File: src/rtl/dcache_pkg.sv
// Shared types and defaults for the direct-mapped write-back data cache.
// Holds the controller state encoding and the byte-lane extraction helper.
package dcache_pkg;

    localparam int DEF_INDEX_W  = 3;
    localparam int DEF_OFFSET_W = 2;
    localparam int DEF_TAG_W    = 8 - DEF_INDEX_W - DEF_OFFSET_W;
    localparam int BLOCK_W      = 32;

    typedef enum logic [1:0] {
        IDLE      = 2'd0,
        WRITEBACK = 2'd1,
        FETCH     = 2'd2,
        UPDATE    = 2'd3
    } state_t;

    // Byte 0 of a block lives in bits [7:0].
    function automatic logic [7:0] get_byte(input logic [BLOCK_W-1:0] blk, input logic [1:0] off);
        return blk[{off, 3'b000} +: 8];
    endfunction

endpackage

File: src/rtl/dcache_store.sv
// Valid/dirty/tag/data arrays of the cache with one block-write port (line fill)
// and one byte-write port (store hit). Only valid and dirty are reset.
module dcache_store import dcache_pkg::*; #(
    parameter int INDEX_W  = DEF_INDEX_W,
    parameter int OFFSET_W = DEF_OFFSET_W,
    parameter int TAG_W    = DEF_TAG_W
) (
    input  logic                clk,
    input  logic                rst,
    input  logic [INDEX_W-1:0]  rd_index,
    output logic                rd_valid,
    output logic                rd_dirty,
    output logic [TAG_W-1:0]    rd_tag,
    output logic [BLOCK_W-1:0]  rd_block,
    input  logic                blk_we,
    input  logic [INDEX_W-1:0]  blk_index,
    input  logic [TAG_W-1:0]    blk_tag,
    input  logic [BLOCK_W-1:0]  blk_data,
    input  logic                byte_we,
    input  logic [INDEX_W-1:0]  byte_index,
    input  logic [OFFSET_W-1:0] byte_offset,
    input  logic [7:0]          byte_data
);

    localparam int SETS = 2 ** INDEX_W;

    logic [SETS-1:0]    valid_r;
    logic [SETS-1:0]    dirty_r;
    logic [TAG_W-1:0]   tag_r  [SETS];
    logic [BLOCK_W-1:0] data_r [SETS];

    // Line status: a fill leaves the line valid and clean, a store hit dirties it.
    always_ff @(posedge clk or posedge rst) begin
        if (rst) begin
            valid_r <= '0;
            dirty_r <= '0;
        end else if (blk_we) begin
            valid_r[blk_index] <= 1'b1;
            dirty_r[blk_index] <= 1'b0;
        end else if (byte_we) begin
            dirty_r[byte_index] <= 1'b1;
        end else begin
            valid_r <= valid_r;
            dirty_r <= dirty_r;
        end
    end

    // Tag and data arrays are not reset; valid gates their use.
    always_ff @(posedge clk) begin
        if (blk_we) begin
            tag_r[blk_index]  <= blk_tag;
            data_r[blk_index] <= blk_data;
        end else if (byte_we) begin
            data_r[byte_index][{byte_offset, 3'b000} +: 8] <= byte_data;
        end else begin
            data_r[byte_index] <= data_r[byte_index];
        end
    end

    assign rd_valid = valid_r[rd_index];
    assign rd_dirty = dirty_r[rd_index];
    assign rd_tag   = tag_r[rd_index];
    assign rd_block = data_r[rd_index];

endmodule

File: src/rtl/dcache_controller.sv
// Direct-mapped write-back, write-allocate data cache controller: hit detection,
// miss FSM (write-back then fetch then fill) and memory-port muxing.
module dcache_controller import dcache_pkg::*; #(
    parameter int INDEX_W  = DEF_INDEX_W,
    parameter int OFFSET_W = DEF_OFFSET_W,
    parameter int TAG_W    = 8 - INDEX_W - OFFSET_W
) (
    input  logic                     CLK,
    input  logic                     RESET,
    input  logic                     READ,
    input  logic                     WRITE,
    input  logic [7:0]               ADDRESS,
    input  logic [7:0]               WRITEDATA,
    output logic [7:0]               READDATA,
    output logic                     BUSYWAIT,
    output logic                     MEM_READ,
    output logic                     MEM_WRITE,
    output logic [TAG_W+INDEX_W-1:0] MEM_ADDRESS,
    output logic [BLOCK_W-1:0]       MEM_WRITEDATA,
    input  logic [BLOCK_W-1:0]       MEM_READDATA,
    input  logic                     MEM_BUSYWAIT
);

    state_t state_r, next_s;

    logic [TAG_W-1:0]    addr_tag_s;
    logic [INDEX_W-1:0]  index_s;
    logic [OFFSET_W-1:0] offset_s;
    logic                line_valid_s, line_dirty_s, hit_s, req_s;
    logic [TAG_W-1:0]    line_tag_s;
    logic [BLOCK_W-1:0]  line_block_s;
    logic [BLOCK_W-1:0]  fill_r;
    logic                blk_we_s, byte_we_s;

    assign addr_tag_s = ADDRESS[7 -: TAG_W];
    assign index_s    = ADDRESS[OFFSET_W +: INDEX_W];
    assign offset_s   = ADDRESS[OFFSET_W-1:0];
    assign req_s      = READ || WRITE;
    assign hit_s      = line_valid_s && (line_tag_s == addr_tag_s);

    dcache_store #(
        .INDEX_W  (INDEX_W),
        .OFFSET_W (OFFSET_W),
        .TAG_W    (TAG_W)
    ) u_store (
        .clk         (CLK),
        .rst         (RESET),
        .rd_index    (index_s),
        .rd_valid    (line_valid_s),
        .rd_dirty    (line_dirty_s),
        .rd_tag      (line_tag_s),
        .rd_block    (line_block_s),
        .blk_we      (blk_we_s),
        .blk_index   (index_s),
        .blk_tag     (addr_tag_s),
        .blk_data    (fill_r),
        .byte_we     (byte_we_s),
        .byte_index  (index_s),
        .byte_offset (offset_s),
        .byte_data   (WRITEDATA)
    );

    // Controller state register; reset aborts any memory transaction at once.
    always_ff @(posedge CLK or posedge RESET) begin
        if (RESET) begin
            state_r <= IDLE;
        end else begin
            state_r <= next_s;
        end
    end

    // Fetched block is captured at the completing edge and written in UPDATE.
    always_ff @(posedge CLK or posedge RESET) begin
        if (RESET) begin
            fill_r <= '0;
        end else if ((state_r == FETCH) && !MEM_BUSYWAIT) begin
            fill_r <= MEM_READDATA;
        end else begin
            fill_r <= fill_r;
        end
    end

    // Next state, memory port drive and array write enables.
    always_comb begin
        next_s        = state_r;
        MEM_READ      = 1'b0;
        MEM_WRITE     = 1'b0;
        MEM_ADDRESS   = '0;
        MEM_WRITEDATA = '0;
        blk_we_s      = 1'b0;
        byte_we_s     = 1'b0;
        case (state_r)
            IDLE: begin
                if (req_s && !hit_s) begin
                    next_s = (line_valid_s && line_dirty_s) ? WRITEBACK : FETCH;
                end else if (WRITE && hit_s) begin
                    byte_we_s = 1'b1;
                end else begin
                    next_s = IDLE;
                end
            end
            WRITEBACK: begin
                MEM_WRITE     = 1'b1;
                MEM_ADDRESS   = {line_tag_s, index_s};
                MEM_WRITEDATA = line_block_s;
                if (!MEM_BUSYWAIT) begin
                    next_s = FETCH;
                end else begin
                    next_s = WRITEBACK;
                end
            end
            FETCH: begin
                MEM_READ    = 1'b1;
                MEM_ADDRESS = {addr_tag_s, index_s};
                if (!MEM_BUSYWAIT) begin
                    next_s = UPDATE;
                end else begin
                    next_s = FETCH;
                end
            end
            UPDATE: begin
                blk_we_s = 1'b1;
                next_s   = IDLE;
            end
            default: begin
                next_s = IDLE;
            end
        endcase
    end

    // CPU-side outputs are combinational so a read hit has zero latency.
    always_comb begin
        BUSYWAIT = !RESET && ((state_r != IDLE) || (req_s && !hit_s));
        if ((state_r == IDLE) && READ && !WRITE && hit_s) begin
            READDATA = get_byte(line_block_s, offset_s);
        end else begin
            READDATA = 8'h00;
        end
    end

endmodule

File: config.mk
export PLATFORM = sky130hd
export DESIGN_NAME = dcache_controller
export DESIGN_NICKNAME = d
export VERILOG_FILES = /design/src/rtl/dcache_pkg.sv /design/src/rtl/dcache_store.sv /design/src/rtl/dcache_controller.sv
export SDC_FILE = /design/constraint.sdc
export NUM_CORES = 1
export LEC_CHECK = 0
export ABC_CLOCK_PERIOD_IN_PS = 2400
export CAP_MARGIN = 10
export CORE_MARGIN = 2
export CORE_UTILIZATION = 25
export DETAILED_ROUTE_END_ITERATION = 8
export GPL_ROUTABILITY_DRIVEN = 0
export PLACE_DENSITY_LB_ADDON = 0.15
export REMOVE_ABC_BUFFERS = 1
export SETUP_SLACK_MARGIN = 0.4
export SLEW_MARGIN = 20
export SYNTH_ARGS = -nofsm -noshare
export SYNTH_HDL_FRONTEND = slang
export SYNTH_SLANG_ARGS = --single-unit
File: constraint.sdc
create_clock -name CLK -period 2.4 [get_ports CLK]
set_input_delay 0.24 -clock CLK [delete_from_list [all_inputs] [get_ports CLK]]
set_output_delay 0.24 -clock CLK [all_outputs]
set_load 0.005 [all_outputs]
==> results.cfg <==
[timing]
fin_skew_ns = 0.0184
tightestPinTransition_ns = 0.649
fin_ws_ns = -0.637
hold_violations = 0
min_period_over_period_pct = 127
fmax_ghz = 0.329
rsz0062_at_grt = yes
finalMaxSlewViolations = 0
relSlewSlack_pct = 56.6
setup_viol = 551
min_period_ns = 3.04

[synth]
synth_top_area_share_pct = 57.7
avgSynthCellArea_um2 = 15.0
yosysWarnings = 0
synthArstFlopShare_pct = 15.2
ys_top_cells_by_count = 280 x edfxtp_1, 86 x nor2_1, 58 x nor2b_1
ys_seq_area_share_pct = 66.3
synth.area.top_cells = edfxtp_1 58%, dfrtp_1 8.6%, mux4_2 5.3%
synth_area_mm2 = 0.0146
yosys_register_bits = 330
synth_top_cell_by_area = edfxtp_1
synth.distinct_cells = 55
yosysMostFrequentCell = edfxtp_1
synthCells = 973
ys.flop_type = edfxtp_1
synth_edf_count = 280

[cts]
worst_skew_pair.late_latency_ns = 0.55
cts_made_buffers = 39
h-tree-depth = 2
clock_sinks = 330
clkSlewWorstSetupHoldPaths_ns = 0.06
cts_tree = yes
cts_buffer_depth = 3
cts_root_buf = clkbuf_16

[floorplan]
coreArea_mm2 = 0.0577
die_w_um = 245
die-area_mm2 = 0.0602
io_pins = 102
initial_utilization_pct = 25.2
die_h_um = 245
num_rows = 88

[drt]
drtIter0Drc = 632
wl_per_cell_um = 25.3
vias = 10200
drtPass1Iterations = 5
ant_nets = 0
routed_wl_mm = 55.0
viasPerCell = 4.71
drc_errors = 0

[run_status]
status = finished with violations
violations = setup timing

[worst_setup_path]
cp.arrival_ns = 2.80
slowest_stage = or3_4
required_ns = 2.16
cp_top_family = simple AND/OR/NAND/NOR gates
end_kind = output port
cp_num_buf_inv = 3
cp_max_fo = 7
worstSetupStartpointType = register
critPathMaxStageDelay_ns = 0.40
crit_chain = mux2_2 > a22oi_2 > a21oi_2 > nand4b_4 > or2_4 > or3_4 > buf_6 > buf_12 > nor2_2 > buf_2
path_class = reg -> out

[min_path]
hold_path.class = in -> reg

[place]
dpl_cell_area_mm2 = 0.0184
dp_hpwl_mm = 37.8
portBuffers = 101
dp_slack_ns = -1.01
place_inst = 2017

[layout]
layout-drive-gt1-share_pct = 43.0
fin_cells = 2170
area_delta_synth_final_pct = 46.3
post-route-util_pct = 36.9
antenna_cells = 0
nets = 1438
fin_area_mm2 = 0.0213
nFillCells = 5587

[power_and_ir_drop]
irDropWorstVdd_mv = 0.430
powerDensity_mw_per_mm2 = 897
power.leakage_nw = 8.05

[run]
drv_cap = 0

[global_routing]
antenna_found_initial = 4
grt_pass1_vias = 10500
grt_max_degree = 34
grt_pass1_wl_mm = 77.8
grt-ovfl-total = 0
grt_use_total_pct = 18.2
==> final timing paths <==
path	slack (ns)	depth (start not counted)	to	from
hold reg to reg	0.47	1	u_store.valid_r[5]	u_store.valid_r[5]
setup / recovery	-0.64	10	READDATA[4]	u_store.tag_r[0][0]
max in group asynchronous	1.32	4	fill_r[9]	RESET
setup reg to reg	-0.53	14	u_store.data_r[2][18]	u_store.tag_r[0][0]
hold / removal	0.30	2	fill_r[7]	MEM_READDATA[7]
min in group asynchronous	0.57	3	state_r[1]	RESET
==> cell families (layout without fill, tap and decap cells) <==
| group | count (synthesis) | count (layout) | synth area share [%] |
|---|---|---|---|
| flip-flops | 330 | 330 | 66.3 |
| AND/OR/NAND/NOR | 286 | 286 | 10.6 |
| AO/OA/AOI/OAI | 155 | 155 | 8.00 |
| multiplexers | 128 | 128 | 12.2 |
| buffers and inverters | 64 | 496 | 2.07 |
| adder cells (fa/ha/maj) | 10 | 10 | 0.859 |
==> final cells by class <==
| class | instances | area, um2 | area share [%] |
|---|---|---|---|
| clock inverters | 25 | 248 | 1.16 |
| repair buffers | 414 | 4160 | 19.5 |
| inverters | 11 | 42.5 | 0.200 |
| well taps | 765 | 957 | 4.49 |
| flip-flops and latches | 330 | 9660 | 45.3 |
| clock buffers | 46 | 1080 | 5.09 |
| multi-input cells | 579 | 5160 | 24.2 |
==> worst reg2reg max path, stage by stage, from the launching register on <==
cell and delay (ns):
edfxtp_1 0.37, mux2_2 0.29, a22oi_2 0.20, a21oi_2 0.08, nand4b_4 0.19, or2_4 0.26, buf_4 0.14, buf_6 0.11
buf_8 0.11, buf_6 0.12, buf_4 0.13, nor4_4 0.22, buf_6 0.23, nor2_4 0.05, clkbuf_16 0.18
==> state kept, by name (all words and copies together) (netlist names), named ones only <==
signal / count
fill_r: 32
state_r: 2
u_store.data_r: 256
u_store.tag_r: 24
u_store.valid_r: 8
==> metrics by stage <==
stage               hold WS (ns)  power, mW  setup TNS (ns)
floorplan                  0.339       9.99         -182.54
global placement           0.447       12.4         -295.38
detailed placement         0.451       12.4         -296.12
CTS                        0.271       19.1         -152.46
global route               0.290       20.0         -268.12
finish                     0.299       19.1         -198.93
==> power by group <==
part | internal, mW | switching [mW]
Combinational | 2.55 | 2.60
Sequential | 7.49 | 0.332
Clock | 3.76 | 2.38
==> what timing repair did <==
action,CTS,global route
hold buffers,1,0
gates resized for setup,217,65
pin swaps,37,16
cloned,4,2
endpoints found under the hold margin,5,0
buffers inserted,57,18
endpoints found under the setup margin,571,603
==> metal layers <==
| metal | wire length, um | track usage, % | share of wire [%] | vias to the layer above |
|---|---|---|---|---|
| met1 | 25300 | 25.6 | 46 | 5306 |
| li1 | - | - | - | 4568 |
| met4 | 1240 | 4.87 | 2.3 | 0 |
| met2 | 25600 | 29.2 | 47 | 283 |
| met3 | 2790 | 2.63 | 5.1 | 62 |
| met5 | 0 | 0 | 0 | - |
==> placed cells by master (no fill, tap or decap), types with 13 or more instances in the layout <==
master and n:
a21oi_1 19, a22o_1 15, a22oi_1 20, and2_1 13, and3_1 22, buf_12 41
buf_2 20, buf_4 220, buf_6 39, clkbuf_16 47, clkdlybuf4s50_1 76, dfrtp_1 50
edfxtp_1 280, mux2_2 42, mux2i_1 41, mux4_2 34, nand2_1 55, nor2_1 47
nor2_4 36, nor2b_1 55, o31a_1 31
(Power assumes the default switching activity.)
